### config.mk
export PLATFORM = sky130hd
export DESIGN_NAME = alu_exception_unit
export DESIGN_NICKNAME = d
export VERILOG_FILES = /design/src/rtl/mips_pkg.sv /design/src/rtl/alu_exception_unit.sv
export SDC_FILE = /design/constraint.sdc
export NUM_CORES = 1
export LEC_CHECK = 0
export CORE_ASPECT_RATIO = 1.2
export CORE_MARGIN = 3
export CORE_UTILIZATION = 45
export DETAILED_ROUTE_END_ITERATION = 16
export MAX_ROUTING_LAYER = met4
export PLACE_DENSITY = 0.8
export REMOVE_ABC_BUFFERS = 1
export SKIP_CTS_REPAIR_TIMING = 1
export SLEW_MARGIN = 15
export SYNTH_ARGS = -nofsm -noshare
export SYNTH_HDL_FRONTEND = slang
export SYNTH_SLANG_ARGS = --single-unit
### constraint.sdc
create_clock -name clk -period 2.31 [get_ports clk]
set_input_delay 0.3465 -clock clk [delete_from_list [all_inputs] [get_ports clk]]
set_output_delay 0.3465 -clock clk [all_outputs]
set_load 0.005 [all_outputs]
### src/rtl/mips_pkg.sv
// Shared execute-stage definitions: ALU status bit positions, exception
// cause codes and the exception unit's state encoding.
package mips_pkg;

  localparam int ST_ZERO  = 7;
  localparam int ST_OVF   = 6;
  localparam int ST_CARRY = 5;
  localparam int ST_NEG   = 4;
  localparam int ST_ODD   = 3;
  localparam int ST_DZ    = 2;

  // Bits [1:0] of the ALU status carry nothing and are never committed.
  localparam logic [7:0] FLAG_MASK = 8'hFC;

  localparam logic [1:0] CAUSE_NONE = 2'd0;
  localparam logic [1:0] CAUSE_OVF  = 2'd1;
  localparam logic [1:0] CAUSE_DZ   = 2'd2;

  typedef enum logic [1:0] {
    RUN     = 2'd0,
    FLUSH   = 2'd1,
    HANDLER = 2'd2
  } exc_state_t;

endpackage

### src/rtl/alu_exception_unit.sv
// Registered execute back end: one-cycle result forwarding, committed flags,
// trap detection with EPC/cause capture, flush and redirect to the vector.
//
// state   | meaning
// RUN     | normal execution; a trap captures EPC/cause and redirects
// FLUSH   | younger instructions killed for FLUSH_CYCLES cycles
// HANDLER | handler code runs; traps only set double_fault; eret returns
module alu_exception_unit
  import mips_pkg::*;
#(
  parameter logic [31:0] EXC_VECTOR   = 32'h0000_0080,
  parameter int          FLUSH_CYCLES = 2,
  parameter int          CNT_W        = 8
) (
  input  logic             clk,
  input  logic             rst_n,
  input  logic             ex_valid,
  input  logic [31:0]      ex_pc,
  input  logic             trap_ovf_en,
  input  logic [31:0]      alu_result,
  input  logic [7:0]       alu_status,
  input  logic             eret,
  output logic             wb_valid,
  output logic [31:0]      wb_result,
  output logic [7:0]       flags_q,
  output logic             flush,
  output logic             redirect,
  output logic [31:0]      redirect_pc,
  output logic [31:0]      epc,
  output logic [1:0]       cause,
  output logic             in_handler,
  output logic             double_fault,
  output logic [CNT_W-1:0] exc_count
);

  localparam logic [3:0] FLUSH_LOAD = 4'(FLUSH_CYCLES - 1);

  exc_state_t state;
  logic [3:0] flush_cnt;
  logic       dz;
  logic       trap;

  assign dz   = alu_status[ST_DZ];
  assign trap = ex_valid & ((alu_status[ST_OVF] & trap_ovf_en) | dz);

  always_ff @(posedge clk or negedge rst_n) begin
    if (!rst_n) begin
      state        <= RUN;
      flush_cnt    <= '0;
      wb_valid     <= 1'b0;
      wb_result    <= '0;
      flags_q      <= '0;
      flush        <= 1'b0;
      redirect     <= 1'b0;
      redirect_pc  <= '0;
      epc          <= '0;
      cause        <= CAUSE_NONE;
      in_handler   <= 1'b0;
      double_fault <= 1'b0;
      exc_count    <= '0;
    end else begin
      redirect <= 1'b0;
      case (state)
        RUN: begin
          if (trap) begin
            wb_valid    <= 1'b0;
            epc         <= ex_pc;
            cause       <= dz ? CAUSE_DZ : CAUSE_OVF;
            if (exc_count != '1) exc_count <= exc_count + 1'b1;
            redirect    <= 1'b1;
            redirect_pc <= EXC_VECTOR;
            flush       <= 1'b1;
            flush_cnt   <= FLUSH_LOAD;
            state       <= FLUSH;
          end else begin
            wb_valid <= ex_valid;
            if (ex_valid) begin
              wb_result <= alu_result;
              flags_q   <= alu_status & FLAG_MASK;
            end
          end
        end
        FLUSH: begin
          wb_valid <= 1'b0;
          if (flush_cnt == 4'd0) begin
            flush      <= 1'b0;
            in_handler <= 1'b1;
            state      <= HANDLER;
          end else begin
            flush_cnt <= flush_cnt - 4'd1;
          end
        end
        HANDLER: begin
          if (trap) double_fault <= 1'b1;
          // eret wins over any same-cycle result, which is dropped
          if (eret) begin
            wb_valid    <= 1'b0;
            redirect    <= 1'b1;
            redirect_pc <= epc;
            cause       <= CAUSE_NONE;
            in_handler  <= 1'b0;
            state       <= RUN;
          end else if (trap) begin
            wb_valid <= 1'b0;
          end else begin
            wb_valid <= ex_valid;
            if (ex_valid) begin
              wb_result <= alu_result;
              flags_q   <= alu_status & FLAG_MASK;
            end
          end
        end
        default: begin
          in_handler <= 1'b0;
          flush      <= 1'b0;
          state      <= RUN;
        end
      endcase
    end
  end

endmodule

==> Flow_metrics.wiki, run 1 <==
{| class="wikitable"
! Metric !! Value
|-
| Top FF cell, synth || sky130_fd_sc_hd__dfrtp_1
|-
| Worst-path fanout max || 10
|-
| Area growth, synth to finish || 49.32%
|-
| Final layout net count || 803
|-
| Clock tree skew after final layout || 8.131 ps
|-
| Per-cell via count in the routed design || 5.506
|-
| Utilization of the core after routing || 0.6996
|-
| Maximum buffer depth of the clock tree || 2
|-
| Max-cap violations || 0
|-
| Worst slew margin relative to its limit || 0.5829
|-
| Violation count after the first detailed-route iteration || around 260
|-
| First drt pass iteration count || 5
|-
| Part of the cycle the worst path needs || 0.9121
|-
| Area after detailed placement || 7605 um^2
|-
| Most common cell after layout, fill and taps aside || sky130_fd_sc_hd__clkdlybuf4s50_1
|-
| Async set or reset register ratio after synthesis || 1.000
|-
| Crit path kind || reg2reg
|-
| Cell types occupying the most area after synthesis || sky130_fd_sc_hd__dfrtp_1 (56%), sky130_fd_sc_hd__nand2_1 (9.2%), sky130_fd_sc_hd__mux2_2 (8.0%), sky130_fd_sc_hd__a221o_1 (5.4%), sky130_fd_sc_hd__a21oi_1 (3.4%)
|-
| Count of input and output buffers || between 150 and 200
|-
| Number of global-route vias before repair || 5,116
|-
| Largest net degree at the start of global routing || 75
|-
| Latest clock arrival within the worst-skew pair || around 400 ps
|-
| Cell count after placement || around 860
|-
| Number of antenna cells inserted || 0
|-
| Commonest cells after routing, fill and taps aside || sky130_fd_sc_hd__clkdlybuf4s50_1 (190), sky130_fd_sc_hd__nand2_1 (136), sky130_fd_sc_hd__dfrtp_1 (123)
|-
| Initial core utilization || 0.4685
|-
| Number of pins exceeding their max-slew limit in the final report || 0
|-
| Type of element launching the critical path || flop
|-
| Overall die width || roughly 110 um
|-
| Remaining number of nets flagged by the antenna check after routing || 0
|-
| Routability cong. || 0.8255
|-
| Highest clock frequency the design can meet || approximately 0.47 GHz
|-
| Endpoints failing hold || 0
|-
| Leakage || 3.645 nW
|-
| Crit path capture || flush_cnt[3]$_DFFE_PN0P_
|-
| Arrival time worst endpoint || 2390 ps
|-
| Number of antenna violations at the first check in global routing || 0
|-
| Floorplan core area || 11,780 um^2
|-
| Post-synthesis instance area || 5520 um^2
|-
| Count of boundary I/O pins || between 150 and 200
|-
| Wire per inst || 18.52 um
|-
| Seq/Total Area, Yosys || 0.5576
|-
| Height of the die || 127.3 um
|-
| Min-delay worst type || in2async
|-
| Largest area contributor in the synthesized netlist || sky130_fd_sc_hd__dfrtp_1
|-
| Wire length of the first global-routing pass || 26.34 mm
|-
| Final cell area excluding filler cells || 8243 um^2
|-
| Startpoint of the lowest-slack register-to-register path || state[1]$_DFFE_PN0P_
|-
| Crit. End Element || flop
|-
| Total power per unit cell area || 1374 nW/um^2
|-
| Outcome || finished, final reports clean
|-
| Crit path time final || 2107 ps
|-
| CTS tree || yes
|-
| Overall power || between 10 and 15 mW
|-
| Final HPWL DP || 11.41 mm
|-
| Total number of clock tree sinks || 123
|-
| Total via count after detailed routing || 4,900
|-
| R2R depth || 6
|-
| Synthesized area divided by synthesized cell count || 10.51 um^2
|-
| Number of fill cells || 851
|-
| Cell count after synthesis || approximately 530
|-
| Leftover overflow at the end of global routing || 0
|-
| Capturing point of the worst reg2reg path || flush_cnt[3]$_DFFE_PN0P_
|-
| Gr usage total || 0.2519
|-
| Library cells used by synthesis || 44
|-
| DRC || 0
|-
| Proportion of netlist area held by the largest area contributor || 0.5576
|-
| Pin slew with the least headroom to its limit || 616.9 ps
|-
| Number of levels in the clock H-tree || 4
|-
| Number of warnings reported in the yosys synthesis log || 0
|-
| Non-Filler Instances || 890
|-
| Die area || 13,640 um^2
|-
| Share of final-layout standard cells stronger than drive strength 1 || 0.1255
|-
| Setup repair after global routing missed its margin || no
|-
| Register-to-register setup slack || 200 ps
|-
| Synth Register Bits || 123
|-
| Start point of the critical path || state[1]$_DFFE_PN0P_
|-
| Num rows || 43
|-
| Root buf cell || sky130_fd_sc_hd__clkbuf_16
|-
| Number of flops mapped to enable cells by yosys || 0
|-
| Cts bufs inserted || 17
|-
| Worst-case vdd ir drop || between 700 and 800 uV
|-
| Clock transition time at the flip-flop clock pins of the worst setup and hold paths || 60 ps
|-
| Total routed wirelength || 16.48 mm
|-
| Final-report setup violation count || 0
|-
| Worst EP required || 2590 ps
|}
## per-stage QoR
stage	setup TNS, ps	setup slack, ps	hold WS [ps]
after CTS	0	269.6	-252.4
after global placement	0	270.4	177.9
final	0	203.1	314.2
after global routing	0	115.1	298.7
after floorplan	-27900	-577.7	50.91
after detailed placement	0	222.0	184.9
## critical path, cell delays in order (launching register included)
cell	delay, ps
sky130_fd_sc_hd__dfrtp_1	420
sky130_fd_sc_hd__inv_1	100
sky130_fd_sc_hd__ha_1	360
sky130_fd_sc_hd__nor4b_1	570
sky130_fd_sc_hd__mux2i_1	290
sky130_fd_sc_hd__nor2_1	70
sky130_fd_sc_hd__a22o_1	190
## routing by layer
layer / vias to the layer above / routed length, um / track usage / part of all wire
met2: 215 / 9023 / 0.4383 / 0.55
li1: 2219 / - / - / -
met1: 2419 / 6160 / 0.2873 / 0.37
met4: 0 / 489 / 0.1061 / 0.030
met3: 47 / 806 / 0.04042 / 0.049
met5: - / 0 / - / 0
## cell families after synthesis
| group | after synthesis | synth area share |
|---|---|---|
| mux | 46 | 0.09293 |
| simple gates | 204 | 0.1618 |
| flops | 123 | 0.5576 |
| compound gates | 95 | 0.1267 |
| fa+ha+maj | 6 | 0.01360 |
| other cells | 1 | 0.0006793 |
| buf+inv | 49 | 0.04510 |
| xor+xnor | 1 | 0.001587 |
## registers in the layout, indices dropped and copies added, names as in the netlist, 2 cells and up
signal	count
redirect_pc	32
epc	32
cause	2
state	2
flags_q	6
wb_result	32
exc_count	8
flush_cnt	4
## cell usage after synthesis (6+ instances only)
library cell,count
sky130_fd_sc_hd__nand2_1,136
sky130_fd_sc_hd__dfrtp_1,123
sky130_fd_sc_hd__mux2_2,39
sky130_fd_sc_hd__a21oi_1,37
sky130_fd_sc_hd__nand3_1,34
sky130_fd_sc_hd__a221o_1,30
sky130_fd_sc_hd__inv_1,15
sky130_fd_sc_hd__clkbuf_1,12
sky130_fd_sc_hd__nor2_1,11
sky130_fd_sc_hd__buf_2,10
sky130_fd_sc_hd__o21ai_0,8
sky130_fd_sc_hd__buf_6,6
sky130_fd_sc_hd__ha_1,6
## worst min path at each step
stage | startpoint | end | slack, ps | cells past startpoint
floorplan | rst_n | cause[0]$_DFFE_PN0P_ | 50 | 0
global placement | rst_n | wb_result[8]$_DFFE_PN0P_ | 180 | 1
detailed placement | rst_n | wb_result[8]$_DFFE_PN0P_ | 180 | 1
global route | rst_n | wb_result[8]$_DFFE_PN0P_ | 300 | 2
CTS | rst_n | wb_result[13]$_DFFE_PN0P_ | -250 | 1
finish | rst_n | wb_result[8]$_DFFE_PN0P_ | 310 | 2
## power by group
group	internal (mW)	switching [mW]	leakage, nW
logic	2.65	2.00	1.81
clock network	1.86	0.940	0.303
registers	3.09	0.789	1.53
total	7.60	3.73	3.65
## cell type report
type                    count  area (um^2)  area share
flip-flops and latches    123         3078      0.3734
multi-input cells         354         2200      0.2668
repair buffers            209         2085      0.2529
clock buffers              21        460.4     0.05586
well taps                 157        196.4     0.02383
clock inverters            11        167.7     0.02034
inverters                  15        56.30    0.006831
Note: power is estimated with default switching activity, not from simulation.
==> run 2, diff against run 1 <==
--- a/config.mk
+++ b/config.mk
@@ -5,12 +5,14 @@
 export SDC_FILE = /design/constraint.sdc
 export NUM_CORES = 1
 export LEC_CHECK = 0
+export CELL_PAD_IN_SITES_DETAIL_PLACEMENT = 1
+export CELL_PAD_IN_SITES_GLOBAL_PLACEMENT = 2
 export CORE_ASPECT_RATIO = 1.2
 export CORE_MARGIN = 3
-export CORE_UTILIZATION = 45
+export CORE_UTILIZATION = 27
 export DETAILED_ROUTE_END_ITERATION = 16
 export MAX_ROUTING_LAYER = met4
-export PLACE_DENSITY = 0.8
+export PLACE_DENSITY_LB_ADDON = 0.1
 export REMOVE_ABC_BUFFERS = 1
 export SKIP_CTS_REPAIR_TIMING = 1
 export SLEW_MARGIN = 15
==> run 2 against run 1 <==
Compared with the run above:
- clock power decreased by 6%
- global-route usage is 7.9 points lower
- maximum frequency is 2.7% higher
- clock skew down 0.97 ps
- setup slack improved by 56 ps
==> Flow_metrics.wiki, run 2 (synthesis gave the netlist of run 1 again) <==
{| class="wikitable"
! Metric !! Value
|-
| Violation count after the first detailed-route iteration || between 150 and 200
|-
| Flop pwr share || 0.344
|-
| Final hold slack || around 450 ps
|-
| Slowest library cell on the worst path || sky130_fd_sc_hd__nor4b_1
|-
| Number of global-route vias before repair || 5,254
|-
| Largest net degree at the start of global routing || 71
|-
| Root buf cell || sky130_fd_sc_hd__clkbuf_16
|-
| Setup Slack @ Placement || 205.1 ps
|-
| Top flop regs || epc x32, redirect_pc x32, wb_result x32
|-
| Worst slew margin relative to its limit || 0.6135
|-
| Overall power || approximately 11 mW
|-
| Min-delay worst type || in2reg
|-
| Area growth, synth to finish || 52.09%
|-
| Per-cell via count in the routed design || 4.777
|-
| Switching share of total power || 0.3417
|-
| Count of input and output buffers || ~190
|-
| Overall die width || 136.5 um
|-
| Number of levels in the clock H-tree || 4
|-
| Number of fill cells || 2,156
|-
| Area after detailed placement || just under 8000 um^2
|-
| Latest clock arrival within the worst-skew pair || between 400 and 500 ps
|-
| Max-cap violations || 0
|-
| Crit path time final || around 2100 ps
|-
| Largest stage delay on the critical path || 530 ps
|-
| Crit path kind || reg2reg
|-
| Non-Filler Instances || about 1,000
|-
| Switching Power || 3.851 mW
|-
| Share of final-layout standard cells stronger than drive strength 1 || 0.1333
|-
| Number of pins exceeding their max-slew limit in the final report || 0
|-
| Clock transition time at the flip-flop clock pins of the worst setup and hold paths || roughly 60 ps
|-
| Part of the cycle the worst path needs || 0.8877
|-
| Leftover overflow at the end of global routing || 0
|-
| Clock Power Share || 0.234
|-
| Worst-path fanout max || 10
|-
| Worst setup margin || 259.5 ps
|-
| Setup repair after global routing missed its margin || no
|-
| Floorplan core area || 19,830 um^2
|-
| Total routed wirelength || 18.15 mm
|-
| Leakage || roughly 3.6 nW
|-
| First drt pass iteration count || 4
|-
| Total via count after detailed routing || 4,763
|-
| Final HPWL DP || 12.63 mm
|-
| Endpoints failing hold || 0
|-
| Count of boundary I/O pins || 196
|-
| Worst EP required || 2610 ps
|-
| Type of element launching the critical path || flop
|-
| DRC || 0
|-
| Gr usage total || 0.1725
|-
| Crit. End Element || flop
|-
| Commonest cells after routing, fill and taps aside || sky130_fd_sc_hd__clkdlybuf4s50_1 (190), sky130_fd_sc_hd__nand2_1 (136), sky130_fd_sc_hd__dfrtp_1 (123)
|-
| Wire length of the first global-routing pass || a little under 30 mm
|-
| Wire per inst || approximately 18 um
|-
| Height of the die || 162.6 um
|-
| Outcome || finished, final reports clean
|-
| Crit-path leading delay family || simple AND/OR/NAND/NOR gates
|-
| Number of antenna violations at the first check in global routing || 0
|-
| Highest clock frequency the design can meet || 0.4877 GHz
|-
| Num rows || 56
|-
| Total number of clock tree sinks || 123
|-
| Arrival time worst endpoint || roughly 2400 ps
|-
| Clock tree skew after final layout || 7.164 ps
|-
| Cell count after placement || 963
|-
| Total power per unit cell area || 1343 nW/um^2
|-
| Sum of negative setup slack || 0 ps
|-
| Routability cong. || 0.7656
|-
| Final layout net count || 805
|-
| Pin slew with the least headroom to its limit || 571.6 ps
|-
| Utilization of the core after routing || 0.4234
|-
| Combinational share of power || 0.421
|-
| Cts bufs inserted || 17
|-
| Series of cell instances along the critical path || inv_1 -> ha_1 -> nor4b_1 -> mux2i_1 -> nor2_1 -> a22o_1
|-
| Internal power component || approximately 7.4 mW
|-
| Final cell area excluding filler cells || between 8000 and 9000 um^2
|-
| CTS tree || yes
|-
| Maximum buffer depth of the clock tree || 2
|-
| Die area || 22,200 um^2
|-
| Buf/Inv on CP || 1
|-
| Initial core utilization || 0.2784
|-
| Remaining number of nets flagged by the antenna check after routing || 0
|-
| Most common cell after layout, fill and taps aside || sky130_fd_sc_hd__clkdlybuf4s50_1
|-
| Worst-case vdd ir drop || a little under 500 uV
|-
| Final-report setup violation count || 0
|}
[run 2: worst register-to-register path: cells and delay by family (launching register included)]
kind,cells,cell delay [ps]
buffers and inverters,1,110
AOI/OAI and AO/OA,1,200
adders and majority gates,1,360
DFF,1,420
and+or+nand+nor,2,600
muxes,1,250
[run 2: power groups by stage]
| stage | clock (mW) | sequential [mW] | combinational [mW] |
|---|---|---|---|
| after floorplan | 0 | 3.82 | 1.90 |
| after global placement | 0 | 3.87 | 4.70 |
| after detailed placement | 0 | 3.92 | 4.84 |
| after CTS | 2.72 | 3.90 | 4.86 |
| after global routing | 2.82 | 4.04 | 5.26 |
| final | 2.64 | 3.88 | 4.75 |
[run 2: per-layer routing]
| layer | GRT usage | wire length, um |
|---|---|---|
| met2 | 0.2756 | 8703 |
| met4 | 0.05775 | 248 |
| met3 | 0.05037 | 1174 |
| met5 | - | 0 |
| met1 | 0.2091 | 8022 |
[run 2: layout make-up]
class                      count  area (um^2)  share of cell area
clock inverter                14        146.4             0.01744
antenna                        1        2.502           0.0002981
tap                          261        326.6             0.03890
clock buffer                  18        439.2             0.05231
timing repair buffer         211         2137              0.2545
multi-input combinational    354         2210              0.2632
sequential                   123         3078              0.3666
inverter                      15        56.30            0.006706
[run 2: path summary, 6_finish.rpt]
kind | start | endpoint | slack (ps) | cells after the start
worst max-delay path | state[1]$_DFFE_PN0P_ | flush_cnt[3]$_DFFE_PN0P_ | 260 | 6
min in group asynchronous | rst_n | in_handler$_DFFE_PN0P_ | 480 | 3
worst max register to register | state[1]$_DFFE_PN0P_ | flush_cnt[3]$_DFFE_PN0P_ | 260 | 6
worst min register to register | flags_q[2]$_DFFE_PN0P_ | flags_q[2]$_DFFE_PN0P_ | 490 | 1
max in group asynchronous | rst_n | epc[13]$_DFFE_PN0P_ | 1480 | 3
worst min-delay path | ex_pc[28] | epc[28]$_DFFE_PN0P_ | 450 | 3
